**src/rtl/psram_writer_if.sv**
```systemverilog
// Write-request handshake into the PSRAM writer: one 16-bit word with byte
// enables per valid/ready transfer.
interface psram_writer_if;
  logic        wr_valid;
  logic        wr_ready;
  logic [25:0] wr_addr;
  logic [15:0] wr_data;
  logic [1:0]  wr_be;

  modport master (output wr_valid, wr_addr, wr_data, wr_be, input  wr_ready);
  modport slave  (input  wr_valid, wr_addr, wr_data, wr_be, output wr_ready);
endinterface

```
**src/rtl/psram_writer.sv**
```systemverilog
// Timed asynchronous write cycles into cellular PSRAM, one word per request.
// All pins are registered; strobe outputs trail the state register by one clock.
module psram_writer #(
  parameter int          SETUP_CYCLES  = 1,
  parameter int          WE_CYCLES     = 3,
  parameter int          HOLD_CYCLES   = 1,
  // wr_count value after reset; 0 in normal use, nonzero only to exercise wrap
  parameter logic [15:0] WR_COUNT_INIT = 16'h0000
) (
  input  logic               clk,
  input  logic               rst,
  psram_writer_if.slave      wr,
  output logic [25:0]        MemAdr,
  output logic [15:0]        MemDB_out,
  output logic               MemDB_oe,
  output logic               ce_L,
  output logic               we_L,
  output logic               oe_L,
  output logic               lb_L,
  output logic               ub_L,
  output logic               busy,
  output logic [15:0]        wr_count
);

  localparam int MAX_SW = (SETUP_CYCLES > WE_CYCLES) ? SETUP_CYCLES : WE_CYCLES;
  localparam int MAXC   = (MAX_SW > HOLD_CYCLES) ? MAX_SW : HOLD_CYCLES;
  localparam int CW     = (MAXC > 1) ? $clog2(MAXC) : 1;

  typedef enum logic [1:0] {IDLE, SETUP, PULSE, HOLD} state_t;

  state_t        state;
  logic [CW-1:0] cnt;
  logic [25:0]   lat_addr;
  logic [15:0]   lat_data;
  logic [1:0]    lat_be;

  always_ff @(posedge clk) begin
    if (!rst) begin
      state       <= IDLE;
      cnt         <= '0;
      lat_addr    <= '0;
      lat_data    <= '0;
      lat_be      <= '0;
      wr.wr_ready <= 1'b0;
      busy        <= 1'b0;
      ce_L        <= 1'b1;
      we_L        <= 1'b1;
      oe_L        <= 1'b1;
      lb_L        <= 1'b1;
      ub_L        <= 1'b1;
      MemDB_oe    <= 1'b0;
      MemAdr      <= '0;
      MemDB_out   <= '0;
      wr_count    <= WR_COUNT_INIT;
    end else begin
      oe_L <= 1'b1;
      case (state)
        IDLE: begin
          ce_L        <= 1'b1;
          we_L        <= 1'b1;
          lb_L        <= 1'b1;
          ub_L        <= 1'b1;
          MemDB_oe    <= 1'b0;
          busy        <= 1'b0;
          wr.wr_ready <= 1'b1;
          // busy still high here means HOLD just finished: the write completed
          if (busy) wr_count <= wr_count + 16'd1;
          if (wr.wr_valid && wr.wr_ready) begin
            lat_addr <= wr.wr_addr;
            lat_data <= wr.wr_data;
            lat_be   <= wr.wr_be;
            if (wr.wr_be != 2'b00) begin
              state       <= SETUP;
              cnt         <= CW'(SETUP_CYCLES - 1);
              wr.wr_ready <= 1'b0;
            end
          end
        end
        default: begin
          ce_L        <= 1'b0;
          we_L        <= (state != PULSE);
          lb_L        <= ~lat_be[0];
          ub_L        <= ~lat_be[1];
          MemDB_oe    <= 1'b1;
          MemAdr      <= lat_addr;
          MemDB_out   <= lat_data;
          busy        <= 1'b1;
          // open the handshake one clock early so acceptance lands on the edge ce_L rises
          wr.wr_ready <= (state == HOLD) && (cnt == '0);
          if (cnt != '0) begin
            cnt <= cnt - 1'b1;
          end else begin
            case (state)
              SETUP: begin state <= PULSE; cnt <= CW'(WE_CYCLES - 1);   end
              PULSE: begin state <= HOLD;  cnt <= CW'(HOLD_CYCLES - 1); end
              default:     state <= IDLE;
            endcase
          end
        end
      endcase
    end
  end

endmodule
```
**src/flat_wrapper.sv**
```systemverilog
// flat-port wrapper written by rule: the top's interface ports become plain ports
module psram_writer_flat 
#(
  parameter int          SETUP_CYCLES  = 1,
  parameter int          WE_CYCLES     = 3,
  parameter int          HOLD_CYCLES   = 1,
                                                                               
  parameter logic [15:0] WR_COUNT_INIT = 16'h0000
)
  (clk, rst, MemAdr, MemDB_out, MemDB_oe, ce_L, we_L, oe_L, lb_L, ub_L, busy, wr_count, wr_wr_valid, wr_wr_addr, wr_wr_data, wr_wr_be, wr_wr_ready);
  psram_writer_if wr_i ();
  input  logic clk;
  input  logic rst;
  output logic [25:0] MemAdr;
  output logic [15:0] MemDB_out;
  output logic MemDB_oe;
  output logic ce_L;
  output logic we_L;
  output logic oe_L;
  output logic lb_L;
  output logic ub_L;
  output logic busy;
  output logic [15:0] wr_count;
  input wire logic [$bits(wr_i.wr_valid)-1:0] wr_wr_valid;
  input wire logic [$bits(wr_i.wr_addr)-1:0] wr_wr_addr;
  input wire logic [$bits(wr_i.wr_data)-1:0] wr_wr_data;
  input wire logic [$bits(wr_i.wr_be)-1:0] wr_wr_be;
  output wire logic [$bits(wr_i.wr_ready)-1:0] wr_wr_ready;
  assign wr_i.wr_valid = wr_wr_valid;
  assign wr_i.wr_addr = wr_wr_addr;
  assign wr_i.wr_data = wr_wr_data;
  assign wr_i.wr_be = wr_wr_be;
  assign wr_wr_ready = wr_i.wr_ready;
  psram_writer #(.SETUP_CYCLES(SETUP_CYCLES), .WE_CYCLES(WE_CYCLES), .HOLD_CYCLES(HOLD_CYCLES), .WR_COUNT_INIT(WR_COUNT_INIT)) u_core (.clk(clk), .rst(rst), .wr(wr_i), .MemAdr(MemAdr), .MemDB_out(MemDB_out), .MemDB_oe(MemDB_oe), .ce_L(ce_L), .we_L(we_L), .oe_L(oe_L), .lb_L(lb_L), .ub_L(ub_L), .busy(busy), .wr_count(wr_count));
endmodule
```
**config.mk**
```make
export PLATFORM = sky130hd
export DESIGN_NAME = psram_writer_flat
export DESIGN_NICKNAME = d
export VERILOG_FILES = /design/src/rtl/psram_writer_if.sv /design/src/rtl/psram_writer.sv /design/src/flat_wrapper.sv
export SDC_FILE = /design/constraint.sdc
export NUM_CORES = 1
export LEC_CHECK = 0
export CORE_ASPECT_RATIO = 2
export CORE_MARGIN = 5
export CORE_UTILIZATION = 43
export DETAILED_ROUTE_END_ITERATION = 16
export GPL_TIMING_DRIVEN = 1
export PLACE_DENSITY = 0.82
export SYNTH_ARGS = -nofsm -noshare
export SYNTH_HDL_FRONTEND = slang
export SYNTH_SLANG_ARGS = --single-unit
```
**constraint.sdc**
```tcl
create_clock -name clk -period 1.6 [get_ports clk]
set_input_delay 0.48 -clock clk [delete_from_list [all_inputs] [get_ports clk]]
set_output_delay 0.48 -clock clk [all_outputs]
set_load 0.02 [all_outputs]
```
Yosys cells after proc, flatten, opt, wreduce, memory -nomap -nowiden
Cells that the tools add are included.
W data, S select, Z words.
- register bits: 112
- bits in latches: 0
- memory bits (writable): 0
- memory bits (read-only): 0
- input bits: 47
- output and inout port bits: 66
- logic and storage cells: 53
- memories kept: 0
- $add $sub $neg: 2
- multiply operators: 0
- divide/modulo/power cells: 0
- order comparisons: 0
- equality and inequality tests: 7
- shift-type cells: 0
- muxes and demuxes: 15
- bitwise operators: 3
- reduce and logical (&&, ||, !) cells: 12
- operators with widths (operator ; number):
    $add A16 B1 Y16 const B ; 1
    $mux W2 ; 8
    $pmux W2 S2 ; 2
    $reduce_and A3 Y1 ; 2
    $mux W1 ; 5
    $eq A2 B2 Y1 const B ; 2
    $logic_not A2 Y1 ; 2
    $ne A2 B1 Y1 const B ; 2
    $ne A2 B2 Y1 const B ; 2
    $reduce_and A2 Y1 ; 2
    $reduce_bool A2 Y1 ; 2
    $reduce_bool A4 Y1 ; 1
    $not A1 Y1 ; 3
    $eq A2 B1 Y1 const B ; 1
    $logic_and A1 B1 Y1 ; 2
    $reduce_or A2 Y1 ; 1
    $sub A2 B1 Y2 const B ; 1

Depth between registers and ports, before layout
- depth after elaboration: 4
- mapped depth: 8
- mapped depth without buffers: 6

Worst setup path before layout
Ideal clock, no wire load.
- path kind: reg-to-reg
- start point: register u_core.busy
- end point: register u_core.wr_count[12]
- arrival: 1.499 ns
- required time: 1.482 ns
- setup slack: -0.017 ns
- stages on the path, launching flop included: 5
- period minus slack after synthesis: 1.617 ns
- cells stage by stage: dfxtp_1 > and4_4 > nand2_2 > or4_4 > mux2i_1
- longest elaborated chain between the ends: 1
- ends and longest elaborated chain (element ; RTL line ; RTL):
    from (decl) ; psram_writer.sv:21 ; output logic busy,
    from (signal assigned) ; psram_writer.sv:45 ; busy <= 1'b0;
    from (signal assigned) ; psram_writer.sv:64 ; busy <= 1'b0;
    from (signal assigned) ; psram_writer.sv:87 ; busy <= 1'b1;
    $reduce_and A2 Y1 (no source line) ; n/a ;
    to (signal assigned) ; psram_writer.sv:67 ; if (busy) wr_count <= wr_count + 16'd1;
    to (decl) ; psram_writer.sv:22 ; output logic [15:0] wr_count
Every way passes these cells.
A chain may end at the register's enable or synchronous reset.

Worst setup path after layout
- start point: register u_core.state[1]
- end point: register u_core.wr_count[12]
- longest elaborated chain between the ends: 2
- ends and longest elaborated chain (element ; RTL line ; RTL):
    from (decl) ; psram_writer.sv:31 ; state_t state;
    from (signal assigned) ; psram_writer.sv:39 ; state <= IDLE;
    from (signal assigned) ; psram_writer.sv:73 ; state <= SETUP;
    from (signal assigned) ; psram_writer.sv:94 ; SETUP: begin state <= PULSE; cnt <= CW'(WE_CYCLES - 1); end
    $logic_not A2 Y1 ; psram_writer.sv:57 ; case (state)
    $reduce_and A2 Y1 (no source line) ; n/a ;
Every way passes these cells.

==> flow_summary_export.csv <==
group,metric,value,unit
timing,min_period,1620,ps
finish,nFillCells,785,
synthesis,synth_cell_types,32,
drt,ant_nets,0,
global_route,grt_overflow,0,
synthesis,syn_inst,456,
timing,rsz0062_at_grt,"true",
synthesis,synth_area_per_cell,8.989,µm²
pwr,pwr_density_cell,1356,nW/µm²
setup_path,slowest_delay,520,ps
synthesis,synth_seq_area_share,0.5470,
floorplanning,die_h,148.1,µm
setup_path,cp-end-kind,"register",
drt,drc,0,
setup_path,critPathRequiredTime,1830,ps
timing,timing.final.ws_setup,-19.57,ps
global_route,grt_start_max_net_pins,47,
drt,avgViaCountPerCell,5.079,
setup_path,cp.depth,6,
setup_path,cpLargestDelayFamily,"simple AND/OR/NAND/NOR gates",
setup_path,cp_max_fo,4,
placement,placed_cell_area,5560,µm²
clock_network,htree_levels,3,
finish,finalNonFillerCells,696,
drt,first_pass_iters,4,
synthesis,synth_edf_count,0,
drt,vias,3535,
clock_network,root_buffer,"clkbuf_16",
synthesis,syn_area,4099,µm²
global_route,antenna_found_initial,0,
timing,final_hold_viol_count,0,
clock_network,tritoncts,"done",
timing,fin_crit_sh,1.012,
drt,drt_iter0_drc,144,
placement,port_buffers,111,
synthesis,synth_nets,508,
synthesis,yosys-top-cells-area,"dfxtp_1 (55%), mux2i_1 (11%), nand2_1 (9.2%)",
placement,hpwl,7600,µm
outcome,violations,"setup timing",
finish,area_growth,42.92,%
setup_path,cp-startpoint,"u_core.state[1]",
synthesis,synth_top_area_frac,0.5470,
synthesis,synth_seq_cells,112,
outcome,status,"finished, violations left",
setup_path,crit_path_cell_trace,"inv_2 > ha_4 > and4_4 > nand2_2 > or4_4 > mux2i_1",
drt,drt_wl_total,10620,µm
timing,max_freq,617.4,MHz
clock_network,cts_buffers,9,
drt,routedWlPerCell,15.26,µm
clock_network,ctsLongestPathBuffers,2,
setup_path,r2r_end,"u_core.wr_count[12]",
timing,drv_slew,0,
global_route,grtUsageTotal,0.1836,
clock_network,clock-sinks,112,
setup_path,crit_type,"register to register",
finish,drive_above_1_share,0.1216,
setup_path,cp.arrival,1850,ps
floorplanning,start_util,0.4397,
setup_path,slowest_stage,"or4_4",
synthesis,yosysTopAreaCell,"dfxtp_1",
global_route,grt_pass1_vias,3710,
synthesis,ys.flop_type,"dfxtp_1",
synthesis,synth.most_common_cell,"dfxtp_1",
synthesis,yosys_warnings,0,
finish,multi_input_area,1743,µm²
pwr,power_leakage,2.718,nW
finish,n_antenna_cell,0,
setup_path,worst_setup_path_start_kind,"register",
timing,setup_violations,1,
setup_path,crit_buf_inv,1,
finish,nets,640,
clock_network,clk_latency,340,ps
floorplanning,chipWidth,79.04,µm
clock_network,clk_pin_slew,60,ps
clock_network,cts_hold_buf,0,
flow_run,cap_viol_max_count,0,
setup_path,rrSetupSlack,-20,ps
setup_path,reg2reg_depth,6,
setup_path,regToRegStartpoint,"u_core.state[1]",
global_route,grt_pass1_wl,17140,µm
finish,stdcell_area,5858,µm²
timing,fin_worst_skew,6.598,ps
placement,dp.cells,679,
floorplanning,ioPinCount,113,
placement,gp_congestion,0.8232,
hold_path,holdCritPathClass,"register to register",
floorplanning,core-area,9321,µm²
floorplanning,rows,50,
setup_path,cp-endpoint,"u_core.wr_count[12]",
synthesis,synthTopCellsByCount,"dfxtp_1 (112), nand2_1 (100), nor2_1 (57)",
synthesis,async_flop_share,0,
floorplanning,fp.dieArea,11700,µm²
pwr,max-vdd-ir-drop,0.9009,mV
finish,regArea,2246,µm²
-- flip-flops by register name (all words and copies together) (netlist names), 2 cells and up --
signal            count
u_core.wr_count      16
u_core.MemAdr        26
u_core.lat_addr      26
u_core.lat_data      16
u_core.state          2
u_core.cnt            2
u_core.MemDB_out     16
u_core.lat_be         2
-- how the worst min path moves through the flow --
| stage | startpoint | to | slack, ps | depth (start not counted) |
|---|---|---|---|---|
| 2_1_floorplan | u_core.lat_be[0] | u_core.lb_L | 360 | 1 |
| 3_3_place_gp | u_core.lat_be[0] | u_core.lb_L | 370 | 1 |
| 3_5_place_dp | u_core.lat_be[1] | u_core.ub_L | 370 | 1 |
| 4_1_cts | u_core.lat_be[1] | u_core.ub_L | 390 | 1 |
| 5_1_grt | u_core.lat_be[1] | u_core.ub_L | 400 | 1 |
| 6_report | u_core.lat_be[1] | u_core.ub_L | 390 | 1 |
-- metal layers --
layer / wire length [µm] / up-vias / global-route usage
met4: 350 / 0 / 0.09122
li1: - / 1758 / -
met1: 3922 / 1659 / 0.1874
met3: 326 / 28 / 0.03455
met5: 0 / - / 0
met2: 6022 / 90 / 0.3459
-- cell type report --
class	instances	share of cell area
clock buffer	13	0.04784
clock inverter	2	0.01025
inverter	7	0.004485
multi-input combinational	309	0.2975
sequential	112	0.3834
tap	104	0.02221
timing repair buffer	149	0.2343
-- worst register-to-register path, stage by stage, from the launching register on --
cell and delay [ps]:
dfxtp_2 320, inv_2 70, ha_4 160, and4_4 230
nand2_2 70, or4_4 520, mux2i_1 130
-- what timing repair did --
action / CTS / global route
endpoints found under the setup margin: 115 / 61
resized for setup: 72 / 11
buffers inserted: 0 / 2
pin swaps: 3 / 0
-- layout by cell type (no fill, tap or decap), types with 4 or more instances in the layout --
master / instances
dfxtp_1: 109
nand2_1: 100
dlygate4sd2_1: 60
nor2_1: 57
a21oi_1: 51
clkdlybuf4s50_1: 46
mux2i_1: 45
buf_4: 32
clkbuf_16: 9
nand4_1: 7
xor2_1: 7
nand3_1: 5
buf_12: 5
inv_1: 4
ha_1: 4
clkbuf_8: 4
-- stage by stage --
stage / hold slack (ps) / setup WS, ps / TNS [ps] / power, mW / utilization
2_1_floorplan: 358.2 / 7.873 / 0 / 4.650 / -
3_3_place_gp: 372.0 / -119.2 / -4417 / 5.467 / 0.5965
3_5_place_dp: 371.8 / -174.0 / -6561 / 5.545 / 0.5965
4_1_cts: 388.0 / 0.3831 / 0 / 7.985 / 0.6268
5_1_grt: 399.2 / -70.25 / -219.6 / 8.336 / 0.6285
6_report: 389.0 / -19.57 / -19.57 / 7.942 / 0.6285
-- power breakdown --
group          internal (mW)  leakage (nW)  switching [mW]
registers               3.07         0.908           0.171
logic                   1.05          1.64            1.19
clock network           1.53         0.168           0.922
total                   5.66          2.72            2.28
-- cells by family (layout without fill, tap and decap cells) --
kind of cell,Yosys count,in the layout,share of synthesized area
buf+inv,35,171,0.03601
compound gates,58,58,0.07387
mux,45,45,0.1099
xor+xnor,10,10,0.02137
flops,112,112,0.5470
simple gates,190,190,0.1957
other cells,1,1,0.0009149
fa+ha+maj,5,5,0.01526
Note: power is estimated with default switching activity, not from simulation.
